$ cat config.mk
export PLATFORM = sky130hd
export DESIGN_NAME = chan_frame_decoder
export DESIGN_NICKNAME = d
export VERILOG_FILES = /design/src/rtl/chan_frame_decoder.sv
export SDC_FILE = /design/constraint.sdc
export NUM_CORES = 1
export LEC_CHECK = 0
export CAP_MARGIN = 10
export CORE_UTILIZATION = 60
export DETAILED_ROUTE_END_ITERATION = 10
export PLACE_DENSITY_LB_ADDON = 0.1
export SLEW_MARGIN = 20
export SYNTH_ARGS = -nofsm -noshare
export SYNTH_HDL_FRONTEND = slang
export SYNTH_SLANG_ARGS = --single-unit
$ cat constraint.sdc
create_clock -name clk -period 4.8 [get_ports clk]
set_input_delay 0.72 -clock clk [delete_from_list [all_inputs] [get_ports clk]]
set_output_delay 0.72 -clock clk [all_outputs]
set_load 0.01 [all_outputs]
$ cat src/rtl/chan_frame_decoder.sv
// chan_frame_decoder: byte-stream command decoder staging channel values in shadow registers with atomic commit.
// Ports:
//   clk        system clock, rising edge
//   rst_n      asynchronous active-low reset
//   rx_data    received byte, qualified by rx_valid
//   rx_valid   one-cycle byte strobe
//   ch_data_o  committed channel values, channel i at [i*DATA_W +: DATA_W]
//   dirty_o    per-channel uncommitted shadow write flag
//   commit_o   one-cycle pulse when a commit is applied
//   run_o      run enable level
//   err_o      one-cycle pulse on a protocol error
//   timeout_o  one-cycle pulse when a frame is aborted by timeout
module chan_frame_decoder #(
    parameter int NUM_CH = 6,
    parameter int DATA_W = 11,
    parameter int TIMEOUT_CYC = 50000,
    parameter logic [DATA_W-1:0] RESET_VAL = '0
) (
    input  logic                     clk,
    input  logic                     rst_n,
    input  logic [7:0]               rx_data,
    input  logic                     rx_valid,
    output logic [NUM_CH*DATA_W-1:0] ch_data_o,
    output logic [NUM_CH-1:0]        dirty_o,
    output logic                     commit_o,
    output logic                     run_o,
    output logic                     err_o,
    output logic                     timeout_o
);
    localparam int HW = DATA_W - 6;
    localparam int IW = NUM_CH > 1 ? $clog2(NUM_CH) : 1;
    localparam int CW = TIMEOUT_CYC > 0 ? $clog2(TIMEOUT_CYC + 1) : 1;
    localparam logic [CW-1:0] TO_LAST = CW'(TIMEOUT_CYC > 0 ? TIMEOUT_CYC - 1 : 0);
    typedef enum logic [1:0] {IDLE, WAIT_LO, WAIT_HI} state_t;
    state_t              r_state, w_state_nx;
    logic [IW-1:0]       r_ch;
    logic [5:0]          r_lo;
    logic [CW-1:0]       r_cnt;
    logic [DATA_W-1:0]   r_shadow [NUM_CH];
    logic [DATA_W-1:0]   r_out [NUM_CH];
    logic [NUM_CH-1:0]   r_dirty;
    logic                r_commit, r_run, r_err, r_to;
    logic [5:0]          w_idx;
    logic                w_sel_ok, w_ch_ld, w_lo_ld, w_wr, w_err, w_to;
    logic                w_commit, w_run_set, w_run_clr, w_disc;
    assign w_idx    = rx_data[5:0];
    assign w_sel_ok = (w_idx != 6'd0) && (w_idx <= 6'(NUM_CH));
    always_comb begin
        w_state_nx = r_state;
        w_ch_ld    = 1'b0;
        w_lo_ld    = 1'b0;
        w_wr       = 1'b0;
        w_err      = 1'b0;
        w_to       = 1'b0;
        w_commit   = 1'b0;
        w_run_set  = 1'b0;
        w_run_clr  = 1'b0;
        w_disc     = 1'b0;
        if (rx_valid) begin
            case (rx_data[7:6])
                2'b00: begin
                    w_ch_ld    = w_sel_ok;
                    w_err      = !w_sel_ok;
                    w_state_nx = w_sel_ok ? WAIT_LO : IDLE;
                end
                2'b01: begin
                    w_lo_ld    = r_state != IDLE;
                    w_err      = r_state == IDLE;
                    w_state_nx = r_state == IDLE ? IDLE : WAIT_HI;
                end
                2'b10: begin
                    w_wr       = r_state == WAIT_HI;
                    w_err      = r_state != WAIT_HI;
                    w_state_nx = r_state == WAIT_HI ? WAIT_LO : r_state;
                end
                default: begin
                    w_commit  = w_idx == 6'd0;
                    w_run_set = w_idx == 6'd1;
                    w_run_clr = w_idx == 6'd2;
                    w_disc    = w_idx == 6'd3;
                    w_err     = w_idx > 6'd3;
                end
            endcase
        end else if (TIMEOUT_CYC > 0 && r_state != IDLE && r_cnt == TO_LAST) begin
            // a byte in the expiring cycle takes the branch above, so it always wins
            w_to       = 1'b1;
            w_state_nx = IDLE;
        end
    end
    always_ff @(posedge clk or negedge rst_n) begin
        if (!rst_n) r_state <= IDLE;
        else        r_state <= w_state_nx;
    end
    always_ff @(posedge clk or negedge rst_n) begin
        if (!rst_n) begin
            r_ch     <= '0;
            r_lo     <= '0;
            r_cnt    <= '0;
            r_dirty  <= '0;
            r_commit <= 1'b0;
            r_run    <= 1'b0;
            r_err    <= 1'b0;
            r_to     <= 1'b0;
            for (int k = 0; k < NUM_CH; k++) begin
                r_shadow[k] <= RESET_VAL;
                r_out[k]    <= RESET_VAL;
            end
        end else begin
            r_commit <= w_commit;
            r_err    <= w_err;
            r_to     <= w_to;
            r_cnt    <= (rx_valid || r_state == IDLE || w_to || TIMEOUT_CYC == 0) ? '0 : r_cnt + 1'b1;
            if (w_ch_ld) r_ch <= IW'(w_idx - 6'd1);
            if (w_lo_ld) r_lo <= w_idx;
            else if (w_to) r_lo <= '0;
            if (w_run_set) r_run <= 1'b1;
            else if (w_run_clr) r_run <= 1'b0;
            if (w_wr) begin
                r_shadow[r_ch] <= {rx_data[HW-1:0], r_lo};
                r_dirty[r_ch]  <= 1'b1;
            end
            if (w_commit) begin
                for (int k = 0; k < NUM_CH; k++)
                    if (r_dirty[k]) r_out[k] <= r_shadow[k];
                r_dirty <= '0;
            end
            if (w_disc) begin
                for (int k = 0; k < NUM_CH; k++) r_shadow[k] <= r_out[k];
                r_dirty <= '0;
            end
        end
    end
    for (genvar i = 0; i < NUM_CH; i++) begin : g_out
        assign ch_data_o[i*DATA_W +: DATA_W] = r_out[i];
    end
    assign dirty_o   = r_dirty;
    assign commit_o  = r_commit;
    assign run_o     = r_run;
    assign err_o     = r_err;
    assign timeout_o = r_to;
endmodule

==> results_dict.tcl <==
set metrics [dict create \
    drt_first_pass_iters 5 \
    synth_enable_flop_cells 0 \
    seq_area_frac_synth_pct 56.5 \
    fin_setup_tns_ns 0 \
    critPathRequiredTime_ns 5.11 \
    drt-vias-per-instance 5.89 \
    ys_ff_latch 169 \
    switching_share_pct 24.6 \
    worst_setup_path_start_kind "primary input" \
    number_of_gates_resized_after_cts 0 \
    most-common-layout-cells "169 x sky130_fd_sc_hd__dfrtp_1, 101 x sky130_fd_sc_hd__nand2_1, 85 x sky130_fd_sc_hd__clkdlybuf4s50_1" \
    maximum_number_of_pins_on_one_net_before_global_route_repair 102 \
    synth_cell_types 55 \
    critical_path_arrival_ns 3.53 \
    ys.flop_type "sky130_fd_sc_hd__dfrtp_1" \
    fmax_ghz 0.310 \
    proportion_of_layout_cells_with_a_drive_suffix_above_1_pct 15.9 \
    cts_post_setup_buffers_inserted 0 \
    cts_max_path_buffers 2 \
    p_switching_mw 0.779 \
    cts_bufs_inserted 17 \
    rr_worst_depth 4 \
    part_of_the_total_power_dissipated_in_the_clock_network_pct 44.8 \
    finalWirelength_mm 17.2 \
    mostFrequentLayoutCell "sky130_fd_sc_hd__dfrtp_1" \
    antenna_found_initial 0 \
    final_core_util_pct 74.8 \
    cp.buffers_inverters 2 \
    share_comb_of_total_power_pct 4.8 \
    synth_area_mm2 0.00748 \
    globalRoute.totalOverflow 0 \
    leakage_nw 4.32 \
    fp.dieH_um 114 \
    area_delta_synth_final_pct 20.5 \
    setup_viol 0 \
    finalCriticalPeriod_ns 3.23 \
    crit-reg2reg-capture "r_cnt[12]" \
    setup.worst_path.class "in -> reg" \
    via_count_of_the_routed_design 5318 \
    layout_fillers 821 \
    ctsHtreeMaxLevel 4 \
    crit_fanout 11 \
    clkSinkCount 169 \
    outcome "complete, no violations" \
    synth_warnings 0 \
    cts_root_buf "sky130_fd_sc_hd__clkbuf_16" \
    start_util_pct 62.0 \
    path_cells "clkdlybuf4s50_1 > inv_1 > ha_1 > nor4b_4 > nand2_1 > mux2_4" \
    fin_worst_skew_ns 0.00565 \
    dieWidth_um 114 \
    end_kind "flop" \
    holdCritPathClass "in -> async" \
    critical_path_cell_count 6 \
    cpPeakStageDelay_ns 0.79 \
    clock_insertion_delay_worst_skew_ns 0.43 \
    share_seq_of_total_power_pct 50.4 \
    timing.rr.start "r_cnt[2]" \
    grt_setup_unrepaired "no" \
    diodes 0 \
    first_global_vias 5348 \
    finalNetCount 744 \
    detail_route.iter0.violations 385 \
    core_mm2 0.0121 \
    power_per_cell_area_mw_per_mm2 351 \
    postSynthCellCount 649 \
    max-slew-margin-rel_pct 29.6 \
    input_output_buffers 86 \
    timing.reg2reg.setup_slack_ns 2.41 \
    tritoncts "done" \
    vdd.ir_drop.worst_v 0.000308 \
    timing.critical_path.from "rx_data[0]" \
    grt_first_pass_wirelength_mm 28.1 \
    floorplan.rows 40 \
    critical_path.top_delay_family "buffers and inverters" \
    cell_at_the_slowest_stage_of_the_critical_path "sky130_fd_sc_hd__clkdlybuf4s50_1" \
    globalRouteTotalUtil_pct 29.0 \
    maxSlewViolCount 0 \
    total_die_area_mm2 0.0129 \
    routedWlPerCell_um 19.1 \
    synth_async_sr_flop_share_pct 100 \
    synth.net_count 671 \
    gp_routability_congestion 0.839 \
    drt_drc_violations_left 0 \
    worstMarginPinSlew_ns 1.05 \
    cap_viol_max_count 0 \
    clkTransAtPathRegs_ns 0.06 \
    synthesis.area_per_instance_um2 11.5 \
    dp_wirelength_mm 10.9 \
    post-route-period-util_pct 67.2 \
    cellInternalPower_mw 2.39 \
    timing_hold_violations_final 0 \
    antenna_violating_nets_post_route 0 \
    boundaryPins 87 \
    cts.hold.buffers_added 0 \
]
## synth_stat cells, types with 2 or more instances
| cell type | number | area (um^2) |
|---|---|---|
| sky130_fd_sc_hd__a211oi_1 | 2 | 15.0 |
| sky130_fd_sc_hd__a21o_1 | 6 | 45.0 |
| sky130_fd_sc_hd__a21oi_1 | 10 | 50.1 |
| sky130_fd_sc_hd__a221o_1 | 4 | 40.0 |
| sky130_fd_sc_hd__a221o_2 | 2 | 22.5 |
| sky130_fd_sc_hd__a22o_1 | 3 | 26.3 |
| sky130_fd_sc_hd__a22o_2 | 2 | 20.0 |
| sky130_fd_sc_hd__a22oi_1 | 4 | 30.0 |
| sky130_fd_sc_hd__a2bb2oi_1 | 2 | 17.5 |
| sky130_fd_sc_hd__a31oi_1 | 15 | 93.8 |
| sky130_fd_sc_hd__and2_1 | 3 | 18.8 |
| sky130_fd_sc_hd__and3_1 | 7 | 43.8 |
| sky130_fd_sc_hd__and4b_1 | 2 | 20.0 |
| sky130_fd_sc_hd__buf_2 | 6 | 30.0 |
| sky130_fd_sc_hd__buf_6 | 7 | 78.8 |
| sky130_fd_sc_hd__clkbuf_1 | 22 | 82.6 |
| sky130_fd_sc_hd__dfrtp_1 | 169 | 4230 |
| sky130_fd_sc_hd__ha_1 | 11 | 138 |
| sky130_fd_sc_hd__inv_1 | 10 | 37.5 |
| sky130_fd_sc_hd__mux2_2 | 62 | 698 |
| sky130_fd_sc_hd__mux2_4 | 5 | 75.1 |
| sky130_fd_sc_hd__mux2i_1 | 37 | 370 |
| sky130_fd_sc_hd__nand2_1 | 101 | 379 |
| sky130_fd_sc_hd__nand2b_1 | 4 | 25.0 |
| sky130_fd_sc_hd__nand3_1 | 10 | 50.1 |
| sky130_fd_sc_hd__nand3b_1 | 2 | 15.0 |
| sky130_fd_sc_hd__nand4_1 | 6 | 37.5 |
| sky130_fd_sc_hd__nor2_1 | 38 | 143 |
| sky130_fd_sc_hd__nor3_1 | 9 | 45.0 |
| sky130_fd_sc_hd__nor4_1 | 5 | 31.3 |
| sky130_fd_sc_hd__o21a_1 | 6 | 45.0 |
| sky130_fd_sc_hd__o21ai_0 | 37 | 185 |
| sky130_fd_sc_hd__o21ai_1 | 2 | 10.0 |
| sky130_fd_sc_hd__o22ai_1 | 5 | 31.3 |
| sky130_fd_sc_hd__xnor2_1 | 7 | 61.3 |
| sky130_fd_sc_hd__xor2_1 | 7 | 61.3 |
## per-layer routing
metal  GRT usage [%]  vias to the layer above  part of all wire, %
met5               0                        -                    0
met3            7.76                       27                  5.2
met1            39.9                     2708                   45
met2            45.4                      164                   48
met4            9.21                        0                  1.7
li1                -                     2419                    -
## how the worst max path moves through the flow
stage / end
finish: ch_data_o[31]
detailed placement: ch_data_o[28]
floorplan: ch_data_o[27]
global placement: ch_data_o[30]
global route: ch_data_o[31]
CTS: ch_data_o[31]
## per-stage QoR
stage / area (um^2) / hold WS [ns] / setup WS (ns) / instances / power, mW
floorplan: 7480 / 0.424 / 2.49 / 649 / 1.63
global placement: 8400 / 0.458 / 1.33 / 871 / 1.76
detailed placement: 8400 / 0.461 / 1.21 / 871 / 1.77
CTS: 9010 / 0.434 / 1.63 / 903 / 3.18
global route: 9020 / 0.469 / 1.49 / 903 / 3.27
finish: 9020 / 0.380 / 1.57 / 903 / 3.17
## sequential cells by signal (all words and copies together), names as in the netlist
| register | count |
|---|---|
| ch_data_o | 66 |
| r_shadow | 66 |
| dirty_o | 6 |
| commit_o | 1 |
| run_o | 1 |
| r_cnt | 16 |
| err_o | 1 |
| r_state | 2 |
| timeout_o | 1 |
| r_ch | 3 |
| r_lo | 6 |
## power groups by stage
| stage | Clock [mW] | Combinational (mW) | Sequential, mW |
|---|---|---|---|
| after global routing | 1.50 | 0.172 | 1.60 |
| after floorplan | 0 | 0.0887 | 1.54 |
| after CTS | 1.43 | 0.154 | 1.59 |
| final | 1.42 | 0.152 | 1.60 |
| after global placement | 0 | 0.143 | 1.62 |
| after detailed placement | 0 | 0.150 | 1.62 |
## cell families (layout without fill, tap and decap cells)
kind of cell	count (synthesis)	after routing	synth area share [%]
DFF	169	169	56.5
muxes	104	104	15.3
buffers and inverters	48	134	3.28
and+or+nand+nor	200	200	12.6
AOI/OAI and AO/OA	103	103	8.81
adders and majority gates	11	11	1.84
xor gates and xnor gates	14	14	1.64
## final cells by class
| type | instances | area [um^2] | area share [%] |
|---|---|---|---|
| clock buffers | 21 | 470 | 5.22 |
| clock inverters | 11 | 144 | 1.60 |
| inverters | 10 | 37.5 | 0.416 |
| multi-input cells | 432 | 3020 | 33.5 |
| flip-flops and latches | 169 | 4230 | 46.9 |
| well taps | 168 | 210 | 2.33 |
| repair buffers | 92 | 907 | 10.1 |
Power figures use the tool's default switching activity.
